==> config.mk <==
export PLATFORM = sky130hd
export DESIGN_NAME = direction_matrix_writer_flat
export DESIGN_NICKNAME = d
export VERILOG_FILES = /design/src/rtl/nw_pkg.sv /design/src/rtl/direction_matrix_writer_if.sv /design/src/rtl/direction_matrix_writer_max3_dir.sv /design/src/rtl/direction_matrix_writer.sv /design/src/flat_wrapper.sv
export SDC_FILE = /design/constraint.sdc
export NUM_CORES = 1
export LEC_CHECK = 0
export BUFFER_PORTS_ARGS = -buffer_cell sky130_fd_sc_hd__clkbuf_2
export CORE_ASPECT_RATIO = 0.75
export CORE_MARGIN = 4
export CORE_UTILIZATION = 50
export DETAILED_ROUTE_END_ITERATION = 16
export HOLD_SLACK_MARGIN = 0.02
export PLACE_DENSITY_LB_ADDON = 0.25
export SETUP_SLACK_MARGIN = 0.5
export SKIP_CTS_REPAIR_TIMING = 1
export SLEW_MARGIN = 15
export SYNTH_ARGS = -nofsm -noshare
export SYNTH_HDL_FRONTEND = slang
export SYNTH_SLANG_ARGS = --single-unit
==> constraint.sdc <==
create_clock -name clk -period 2.1 [get_ports clk]
set_input_delay 0.105 -clock clk [delete_from_list [all_inputs] [get_ports clk]]
set_output_delay 0.105 -clock clk [all_outputs]
set_load 0.02 [all_outputs]
==> src/rtl/nw_pkg.sv <==
// Shared Needleman-Wunsch definitions: direction symbols, default scoring and fill FSM states.
package nw_pkg;

  localparam logic [2:0] DIR_NONE = 3'b000;
  localparam logic [2:0] DIAG     = 3'b001;
  localparam logic [2:0] UP       = 3'b010;
  localparam logic [2:0] LEFT     = 3'b100;

  localparam int MATCH_DEF    = 1;
  localparam int MISMATCH_DEF = -1;
  localparam int GAP_DEF      = -2;

  typedef enum logic [2:0] {
    ST_IDLE,
    ST_RD,
    ST_CALC,
    ST_WR,
    ST_ADV,
    ST_DONE
  } fill_state_t;

endpackage

==> src/rtl/direction_matrix_writer_if.sv <==
// Bus between the fill-phase writer and its score/direction RAM environment.
interface direction_matrix_writer_if #(
  parameter int W       = 12,
  parameter int BitAddr = 8
);
  logic                 en_fill;
  logic                 match;
  logic signed [W-1:0]  h_diag;
  logic signed [W-1:0]  h_up;
  logic signed [W-1:0]  h_left;
  logic [BitAddr:0]     i_f;
  logic [BitAddr:0]     j_f;
  logic                 rd_en;
  logic [BitAddr:0]     i_f_ram;
  logic [BitAddr:0]     j_f_ram;
  logic                 we;
  logic [2:0]           dir_sym;
  logic signed [W-1:0]  score_wr;
  logic                 end_f;

  modport master (
    output en_fill, match, h_diag, h_up, h_left,
    input  i_f, j_f, rd_en, i_f_ram, j_f_ram, we, dir_sym, score_wr, end_f
  );

  modport slave (
    input  en_fill, match, h_diag, h_up, h_left,
    output i_f, j_f, rd_en, i_f_ram, j_f_ram, we, dir_sym, score_wr, end_f
  );
endinterface

==> src/rtl/direction_matrix_writer_max3_dir.sv <==
// Three-way signed max with DIAG > UP > LEFT tie priority; returns winner score and symbol.
module max3_dir
  import nw_pkg::*;
#(
  parameter int W = 12
) (
  input  logic signed [W-1:0] diag,
  input  logic signed [W-1:0] up,
  input  logic signed [W-1:0] left,
  output logic signed [W-1:0] score,
  output logic [2:0]          dir_sym
);

  always_comb begin
    score   = diag;
    dir_sym = DIAG;
    if (!(diag >= up && diag >= left)) begin
      if (up >= left) begin
        score   = up;
        dir_sym = UP;
      end else begin
        score   = left;
        dir_sym = LEFT;
      end
    end
  end

endmodule

==> src/rtl/direction_matrix_writer.sv <==
// Needleman-Wunsch fill stage: walks the N x N interior row-major, four cycles per cell,
// writing each cell score and winning direction symbol.
module direction_matrix_writer
  import nw_pkg::*;
#(
  parameter int N        = 128,
  parameter int BitAddr  = $clog2(N + 1),
  parameter int W        = 12,
  parameter int MATCH    = MATCH_DEF,
  parameter int MISMATCH = MISMATCH_DEF,
  parameter int GAP      = GAP_DEF
) (
  input logic                clk,
  input logic                rst,
  direction_matrix_writer_if.slave bus
);

  localparam int unsigned IW = BitAddr + 1;
  localparam logic [IW-1:0] IDX_ONE  = IW'(1);
  localparam logic [IW-1:0] IDX_LAST = IW'(N);

  fill_state_t          state;
  logic [IW-1:0]        i_f;
  logic [IW-1:0]        j_f;
  logic                 rd_en;
  logic                 we;
  logic                 end_f;
  logic [2:0]           dir_sym;
  logic signed [W-1:0]  score_wr;

  logic [W:0]           diag_sum;
  logic [W:0]           up_sum;
  logic [W:0]           left_sum;
  logic signed [W-1:0]  diag_c;
  logic signed [W-1:0]  up_c;
  logic signed [W-1:0]  left_c;
  logic signed [W-1:0]  best_score;
  logic [2:0]           best_dir;

  // Candidates are formed one bit wider and wrapped back to W bits; no saturation.
  always_comb begin
    diag_sum = {bus.h_diag[W-1], bus.h_diag} + (W+1)'(bus.match ? MATCH : MISMATCH);
    up_sum   = {bus.h_up[W-1],   bus.h_up}   + (W+1)'(GAP);
    left_sum = {bus.h_left[W-1], bus.h_left} + (W+1)'(GAP);
    diag_c   = diag_sum[W-1:0];
    up_c     = up_sum[W-1:0];
    left_c   = left_sum[W-1:0];
  end

  max3_dir #(.W(W)) u_max3_dir (
    .diag    (diag_c),
    .up      (up_c),
    .left    (left_c),
    .score   (best_score),
    .dir_sym (best_dir)
  );

  // FSM, index counters and registered strobes; strobes are set on entry to their state.
  always_ff @(posedge clk or posedge rst) begin
    if (rst) begin
      state    <= ST_IDLE;
      i_f      <= IDX_ONE;
      j_f      <= IDX_ONE;
      rd_en    <= 1'b0;
      we       <= 1'b0;
      end_f    <= 1'b0;
      dir_sym  <= DIR_NONE;
      score_wr <= '0;
    end else begin
      rd_en <= 1'b0;
      we    <= 1'b0;
      case (state)
        ST_IDLE: begin
          i_f <= IDX_ONE;
          j_f <= IDX_ONE;
          if (bus.en_fill) begin
            state <= ST_RD;
            rd_en <= 1'b1;
          end
        end
        ST_RD: state <= ST_CALC;
        ST_CALC: begin
          dir_sym  <= best_dir;
          score_wr <= best_score;
          we       <= 1'b1;
          state    <= ST_WR;
        end
        ST_WR: state <= ST_ADV;
        ST_ADV: begin
          if (j_f != IDX_LAST) begin
            j_f   <= j_f + IDX_ONE;
            state <= ST_RD;
            rd_en <= 1'b1;
          end else if (i_f != IDX_LAST) begin
            j_f   <= IDX_ONE;
            i_f   <= i_f + IDX_ONE;
            state <= ST_RD;
            rd_en <= 1'b1;
          end else begin
            state <= ST_DONE;
            end_f <= 1'b1;
          end
        end
        ST_DONE: begin
          if (!bus.en_fill) begin
            state <= ST_IDLE;
            end_f <= 1'b0;
            i_f   <= IDX_ONE;
            j_f   <= IDX_ONE;
          end
        end
        default: state <= ST_IDLE;
      endcase
    end
  end

  assign bus.i_f      = i_f;
  assign bus.j_f      = j_f;
  assign bus.i_f_ram  = i_f - IDX_ONE;
  assign bus.j_f_ram  = j_f - IDX_ONE;
  assign bus.rd_en    = rd_en;
  assign bus.we       = we;
  assign bus.end_f    = end_f;
  assign bus.dir_sym  = dir_sym;
  assign bus.score_wr = score_wr;

endmodule

==> src/flat_wrapper.sv <==
// flat-port wrapper written by rule: the top's interface ports become plain ports
module direction_matrix_writer_flat import nw_pkg::*;
#(
  parameter int N        = 128,
  parameter int BitAddr  = $clog2(N + 1),
  parameter int W        = 12,
  parameter int MATCH    = MATCH_DEF,
  parameter int MISMATCH = MISMATCH_DEF,
  parameter int GAP      = GAP_DEF
)
  (clk, rst, bus_en_fill, bus_match, bus_h_diag, bus_h_up, bus_h_left, bus_i_f, bus_j_f, bus_rd_en, bus_i_f_ram, bus_j_f_ram, bus_we, bus_dir_sym, bus_score_wr, bus_end_f);
  direction_matrix_writer_if #(.W(W), .BitAddr(BitAddr)) bus_i ();
  input logic clk;
  input logic rst;
  input wire logic [$bits(bus_i.en_fill)-1:0] bus_en_fill;
  input wire logic [$bits(bus_i.match)-1:0] bus_match;
  input wire logic [$bits(bus_i.h_diag)-1:0] bus_h_diag;
  input wire logic [$bits(bus_i.h_up)-1:0] bus_h_up;
  input wire logic [$bits(bus_i.h_left)-1:0] bus_h_left;
  output wire logic [$bits(bus_i.i_f)-1:0] bus_i_f;
  output wire logic [$bits(bus_i.j_f)-1:0] bus_j_f;
  output wire logic [$bits(bus_i.rd_en)-1:0] bus_rd_en;
  output wire logic [$bits(bus_i.i_f_ram)-1:0] bus_i_f_ram;
  output wire logic [$bits(bus_i.j_f_ram)-1:0] bus_j_f_ram;
  output wire logic [$bits(bus_i.we)-1:0] bus_we;
  output wire logic [$bits(bus_i.dir_sym)-1:0] bus_dir_sym;
  output wire logic [$bits(bus_i.score_wr)-1:0] bus_score_wr;
  output wire logic [$bits(bus_i.end_f)-1:0] bus_end_f;
  assign bus_i.en_fill = bus_en_fill;
  assign bus_i.match = bus_match;
  assign bus_i.h_diag = bus_h_diag;
  assign bus_i.h_up = bus_h_up;
  assign bus_i.h_left = bus_h_left;
  assign bus_i_f = bus_i.i_f;
  assign bus_j_f = bus_i.j_f;
  assign bus_rd_en = bus_i.rd_en;
  assign bus_i_f_ram = bus_i.i_f_ram;
  assign bus_j_f_ram = bus_i.j_f_ram;
  assign bus_we = bus_i.we;
  assign bus_dir_sym = bus_i.dir_sym;
  assign bus_score_wr = bus_i.score_wr;
  assign bus_end_f = bus_i.end_f;
  direction_matrix_writer #(.N(N), .BitAddr(BitAddr), .W(W), .MATCH(MATCH), .MISMATCH(MISMATCH), .GAP(GAP)) u_core (.clk(clk), .rst(rst), .bus(bus_i));
endmodule
# --- Yosys cells after proc, flatten, opt, wreduce, memory -nomap -nowiden ---
# Cells that the tools add are included.
totals:
  word_cells: 65
  input_bits: 40
  register_bits: 39
op_classes:
  add_sub_neg: 7
  n_eq_ne: 13
  n_reduce_logical: 8
  muxes: 26
  order_cmp: 3
op_table:
  columns: ["cell", "count"]
  rows:
  - ["case mux 9 bit (3 select lines)", 2]
  - ["2-to-1 mux 9 bit", 5]
  - ["greater-or-equal comparator 12 bit", 3]
  - ["2-to-1 mux 12 bit", 3]
  - ["adder 12 x 2 -> 12 bit, second input constant", 2]
  - ["adder 9 x 1 -> 9 bit, second input constant", 2]
  - ["2-to-1 mux 3 bit", 6]
  - ["inequality test 9 x 8 -> 1 bit, second input constant", 2]
  - ["case mux 3 bit (6 select lines)", 1]
  - ["subtractor 9 x 1 -> 9 bit, second input constant", 2]
  - ["adder 12 bit", 1]
  - ["inequality test 2 bit, second input constant", 4]
  - ["AND reduction 4 bit", 2]
  - ["2-to-1 mux 1 bit", 7]
  - ["== test 3 x 2 -> 1 bit, second input constant", 2]
  - ["== test 3 bit, second input constant", 2]
  - ["case mux 1 bit (2 select lines)", 2]
  - ["== test 3 x 1 -> 1 bit, second input constant", 1]
  - ["zero test 3 bit", 1]
  - ["inequality test 3 x 1 -> 1 bit, second input constant", 1]
  - ["AND reduction 3 bit", 1]
  - ["nonzero test 3 bit", 1]
  - ["inequality test 2 x 1 -> 1 bit, second input constant", 1]
  - ["AND reduction 2 bit", 1]
  - ["2 further kinds", 2]

# --- Logic depth before layout (Yosys ltp) ---
depth:
  ltp_word: 5
  mapped_depth: 16
  mapped_depth_nobuf: 15

# --- Hierarchy ---
# A second synthesis with hierarchy kept.
hier_totals:
  cells_unflattened: 491
  hier_area_um2: 4302.9
modules_own_cells:
  columns: ["mod", "cells_each", "instances", "area_per_inst_um2", "seq_area_each_um2"]
  rows:
  - ["direction_matrix_writer", 336, 1, 3000.4, 978.4]
  - ["max3_dir", 155, 1, 1302.5, 0.0]

# --- Worst setup path before layout ---
# Ideal clock, no wire load.
synth_timing:
  path_kind: "input-to-reg"
  start: "input port bus_match"
  end: "register u_core.score_wr[2], in the netlist u_core.bus.score_wr[2]"
  path_buffers: 1
  t_arrival_ns: 3.107
  setup_slack_ns: -1.140
  path_stages: 16
  setup_ns: 0.132
  cell_sequence: "inv_1 ha_1 a211oi_1 nor2_1 o21a_1 nor2_1 xnor2_1 ha_1 a21oi_1 nor2_1 a211oi_1 o2111ai_1 o211ai_2 buf_2 mux2i_1 o21ai_1"
synth_via:
  elab_chain_len: 5
  word_cells_on_any_way: 6
  classes_between: "add/sub (1); order compare (2); mux (2); reduce/logical (1)"
synth_rtl:
  columns: ["item", "line_no", "text"]
  rows:
  - ["from (decl)", "flat_wrapper.sv:16", "input wire logic [$bits(bus_i.match)-1:0] bus_match;"]
  - ["2-to-1 mux 12 bit *", "direction_matrix_writer.sv:42", "diag_sum = {bus.h_diag[W-1], bus.h_diag} + (W+1)'(bus.match ? MATCH : MISMATCH);"]
  - ["adder 12 bit *", "direction_matrix_writer.sv:42", null]
  - ["greater-or-equal comparator 12 bit", "direction_matrix_writer_max3_dir.sv:17", "if (!(diag >= up && diag >= left)) begin"]
  - ["logical AND 1 bit", "direction_matrix_writer_max3_dir.sv:17", null]
  - ["2-to-1 mux 12 bit *", "direction_matrix_writer_max3_dir.sv:17", null]
  - ["to (signal assigned)", "direction_matrix_writer.sv:84", "score_wr <= best_score;"]
  - ["to (decl)", "direction_matrix_writer.sv:29", "logic signed [W-1:0] score_wr;"]
# Mark *: on every way between the ends. The rest lies on a longest branch, timed or not.
# A chain may end at the register's enable or synchronous reset.

# --- Final worst setup path ---
layout_timing:
  start: "input port bus_h_up[5]"
  end: "register u_core.score_wr[5], in the netlist u_core.bus.score_wr[5]"
layout_via:
  elab_chain_len: 4
  word_cells_on_any_way: 6
  classes_between: "add/sub (1); order compare (2); mux (2); reduce/logical (1)"
layout_rtl:
  columns: ["item", "line_no", "text"]
  rows:
  - ["from (decl)", "flat_wrapper.sv:18", "input wire logic [$bits(bus_i.h_up)-1:0] bus_h_up;"]
  - ["adder 12 x 2 -> 12 bit *", "direction_matrix_writer.sv:43", "up_sum = {bus.h_up[W-1], bus.h_up} + (W+1)'(GAP);"]
  - ["greater-or-equal comparator 12 bit (on tied branches)", "direction_matrix_writer_max3_dir.sv:18, direction_matrix_writer_max3_dir.sv:17", null]
  - ["2-to-1 mux 12 bit / logical AND 1 bit (equally long branches)", "direction_matrix_writer_max3_dir.sv:18, direction_matrix_writer_max3_dir.sv:17", null]
  - ["2-to-1 mux 12 bit *", "direction_matrix_writer_max3_dir.sv:17", null]
# Marked as above.

==> flow_metrics.env <==
export IMPL_power_density_nw_per_um2=1057
export IMPL_worst_r2r_setup_slack_ps=-220
export IMPL_fmax_mhz=302.1
export IMPL_hpwl_um=9886
export IMPL_ys_seq_area_share_pct=24.39
export IMPL_ys_types=60
export IMPL_synth_ff_type="dfrtp_1"
export IMPL_whs_ps=185.7
export IMPL_worstHoldEndpoint="u_core.state[0]$_DFFE_PP0P_"
export IMPL_synth_top_cell_area_share_pct=23.08
export IMPL_fin_ws_ps=-1210
export IMPL_grt_overflow=0
export IMPL_peakVddDrop_v=0.0009268
export IMPL_async_reset_ff_share_pct=100.0
export IMPL_min_delay_path_depth=3
export IMPL_period_needed_ps=3310
export IMPL_ys_ff_latch=39
export IMPL_synth_simple_area_share_pct=20.46
export IMPL_ys_warn_count=0
export IMPL_dp_cells=765
export IMPL_maxCapViolCount=0
export IMPL_final_period_utilization_pct=157.6
export IMPL_synth_xor_area_share_pct=10.70
export IMPL_die_area_um2=9535
export IMPL_cts_tree="built"
export IMPL_antenna_found_initial=0
export IMPL_path_clk_slew_ps=90
export IMPL_clk_latency_ps=310
export IMPL_dieWidth_um=111.4
export IMPL_hp_start="bus_en_fill"
export IMPL_vias=5164
export IMPL_cts_num_sinks=39
export IMPL_final_cell_area_um2=6761
export IMPL_clock_skew_ps=9.863
export IMPL_io_buffers=93
export IMPL_drive_above_1_share_pct=53.31
export IMPL_fin_cells=795
export IMPL_tightest_slew_ps=780.5
export IMPL_grt_pass1_vias=4154
export IMPL_clockBufferDepth=2
export IMPL_place_area_um2=5645
export IMPL_critPathCaptureType="flip-flop"
export IMPL_total_power_mw=7.145
export IMPL_drt_iter0_markers=518
export IMPL_rr_startpoint="u_core.bus.i_f[6]$_DFFE_PP0P_"
export IMPL_r2r_end="u_core.bus.i_f[8]$_DFFE_PP0P_"
export IMPL_track_usage_pct=24.44
export IMPL_worst_ep_required_time_ps=2310
export IMPL_netlist_area_um2=4011
export IMPL_multi_input_area_um2=3699
export IMPL_die_y_um=85.57
export IMPL_crit_type="in2reg"
export IMPL_viasPerCell=6.496
export IMPL_synth_mux_area_share_pct=6.519
export IMPL_wl_per_cell_um=22.93
export IMPL_crit_path_max_fanout=5
export IMPL_hold_class="in2reg"
export IMPL_drt_total_wl_um=18230
export IMPL_crit_path_start_kind="primary input"
export IMPL_synth_compound_area_share_pct=15.25
export IMPL_synth_area_leader_cell="dfrtp_1"
export IMPL_drc_errors=0
export IMPL_syn_inst=473
export IMPL_synthToLayoutAreaGrowth_pct=68.56
export IMPL_ant_nets=0
export IMPL_synth_net_count=568
export IMPL_syn_mean_instance_area_um2=8.481
export IMPL_dr_pass1_iters=6
export IMPL_antenna_cells=0
export IMPL_synth_top_family_by_area="simple AND/OR/NAND/NOR gates"
export IMPL_hold_violations=0
export IMPL_violations="negative setup slack"
export IMPL_grt_pass1_wl_um=19460
export IMPL_place_congestion=0.9209
export IMPL_core_area_um2=7567
export IMPL_finalMaxSlewViolations=0
export IMPL_ios=94
export IMPL_start_util_pct=53.01
export IMPL_r2r_cells=8
export IMPL_status="finished, violations left"
export IMPL_synthTopCellsByArea="dfrtp_1 23%, ha_1 17%, mux2i_1 6.2%, xor2_1 5.5%, xnor2_1 5.2%"
export IMPL_rsz0062_at_grt="yes"
export IMPL_final_nets=788
export IMPL_fillerInstances=299
export IMPL_numCtsBuffers=5
export IMPL_tns_ps=-16980
export IMPL_setup_viol=24
export IMPL_seq_area_um2=982.2
export IMPL_crit_arrival_ps=3520
export IMPL_synthAdderAreaFrac_pct=17.34
export IMPL_synth_edff_count=0
export IMPL_grt_max_degree=40
export IMPL_max_slew_margin_pct=46.62
export IMPL_core_rowCount=27
export IMPL_h_tree_depth=2
export IMPL_p_leak_nw=3.276
export IMPL_cts_root_buf="clkbuf_8"
[area by class of cell]
cell class / instances / area share (%)
multi-input combinational: 380 / 54.70
tap: 101 / 1.869
clock inverter: 3 / 0.6477
clock buffer: 5 / 1.018
inverter: 39 / 2.387
sequential: 39 / 14.53
timing repair buffer: 228 / 24.85
[worst max-delay path: stages]
cell and delay (ps):
clkbuf_2 90, buf_4 140, nor4_2 330, buf_4 180
nand3_1 150, xor2_2 230, inv_1 80, ha_1 330
a21o_1 200, a2111o_1 490, a31oi_1 350, a221oi_4 120
buf_6 180, mux2i_1 220, mux2i_1 110, o21ai_1 200
[flip-flops by register name, indices dropped and copies added, names as in the netlist]
register	count
u_core.bus.score_wr	12
u_core.bus.i_f	9
u_core.bus.j_f	9
u_core.bus.dir_sym	3
u_core.state	3
u_core.bus.end_f	1
u_core.bus.rd_en	1
u_core.bus.we	1
[synthesized netlist by cell type (all sizes together), types with 3 or more instances]
| cell | count |
|---|---|
| xnor2 | 24 |
| o21ai | 35 |
| clkbuf | 8 |
| nand3b | 5 |
| or3 | 6 |
| nand2b | 5 |
| dfrtp | 37 |
| and3 | 3 |
| nor2 | 35 |
| a31oi | 3 |
| nor4 | 12 |
| ha | 54 |
| a21o | 5 |
| nor2b | 4 |
| a21oi | 21 |
| xor2 | 25 |
| nor3 | 16 |
| nand3 | 11 |
| a211oi | 5 |
| inv | 37 |
| mux2i | 25 |
| nand2 | 37 |
| nand4 | 5 |
| nor3b | 3 |
| buf | 7 |
| nor4b | 3 |
| or2 | 6 |
| o31ai | 4 |
[report_power, final]
| group | internal [mW] | total (mW) | switching [mW] |
|---|---|---|---|
| sequential | 1.01 | 1.27 | 0.258 |
| clock | 0.355 | 0.672 | 0.317 |
| combinational | 2.23 | 5.21 | 2.98 |
[how the worst max path moves through the flow]
stage                   from                                  end  slack (ps)  cells after the start
2_1_floorplan  bus_h_left[5]   u_core.bus.score_wr[8]$_DFFE_PP0P_       -1030                     13
3_3_place_gp     bus_h_up[5]   u_core.bus.score_wr[4]$_DFFE_PP0P_       -1200                     15
3_5_place_dp     bus_h_up[5]   u_core.bus.score_wr[9]$_DFFE_PP0P_       -1350                     15
4_1_cts          bus_h_up[5]  u_core.bus.score_wr[10]$_DFFE_PP0P_       -1120                     14
5_1_grt          bus_h_up[5]   u_core.bus.score_wr[5]$_DFFE_PP0P_       -1280                     16
6_report         bus_h_up[5]   u_core.bus.score_wr[5]$_DFFE_PP0P_       -1210                     16
[logic make-up after synthesis]
group	count (synthesis)
xor+xnor	49
fa+ha+maj	55
simple gates	155
mux	26
flops	39
buf+inv	54
compound gates	95
[stage by stage]
stage | utilization, % | setup slack, ps
floorplan | - | -1030
global placement | 74.60 | -1198
detailed placement | 74.60 | -1349
CTS | 76.09 | -1118
global route | 89.35 | -1283
finish | 89.35 | -1210
[per-layer routing]
layer  wire length [um]  vias to the layer above  global-route usage [%]
li1                   -                     2131                       -
met1               6369                     2418                   32.87
met2               8677                      448                   42.20
met3               1801                      167                   4.161
met4               1385                        0                   4.199
met5                  0                        -                       0
[cell usage in the layout, fill, tap and decap left out, types with 6 or more instances in the layout]
cell type / synthesis / layout
inv_1: 36 / 33
xor2_2: 0 / 6
clkbuf_2: 0 / 78
ha_1: 54 / 39
buf_4: 1 / 118
nor4_4: 0 / 6
dfrtp_1: 37 / 34
o21ai_2: 0 / 10
a21oi_1: 21 / 10
nor3_1: 16 / 6
nor2_1: 35 / 26
xnor2_1: 24 / 15
xor2_1: 25 / 19
xnor2_2: 0 / 9
nand2_1: 37 / 29
a21oi_2: 0 / 11
nand3_1: 11 / 10
nor3_4: 0 / 7
buf_6: 0 / 23
nor4_2: 4 / 6
o21ai_1: 29 / 19
mux2i_1: 25 / 22
ha_4: 0 / 14
(Power assumes the default switching activity.)
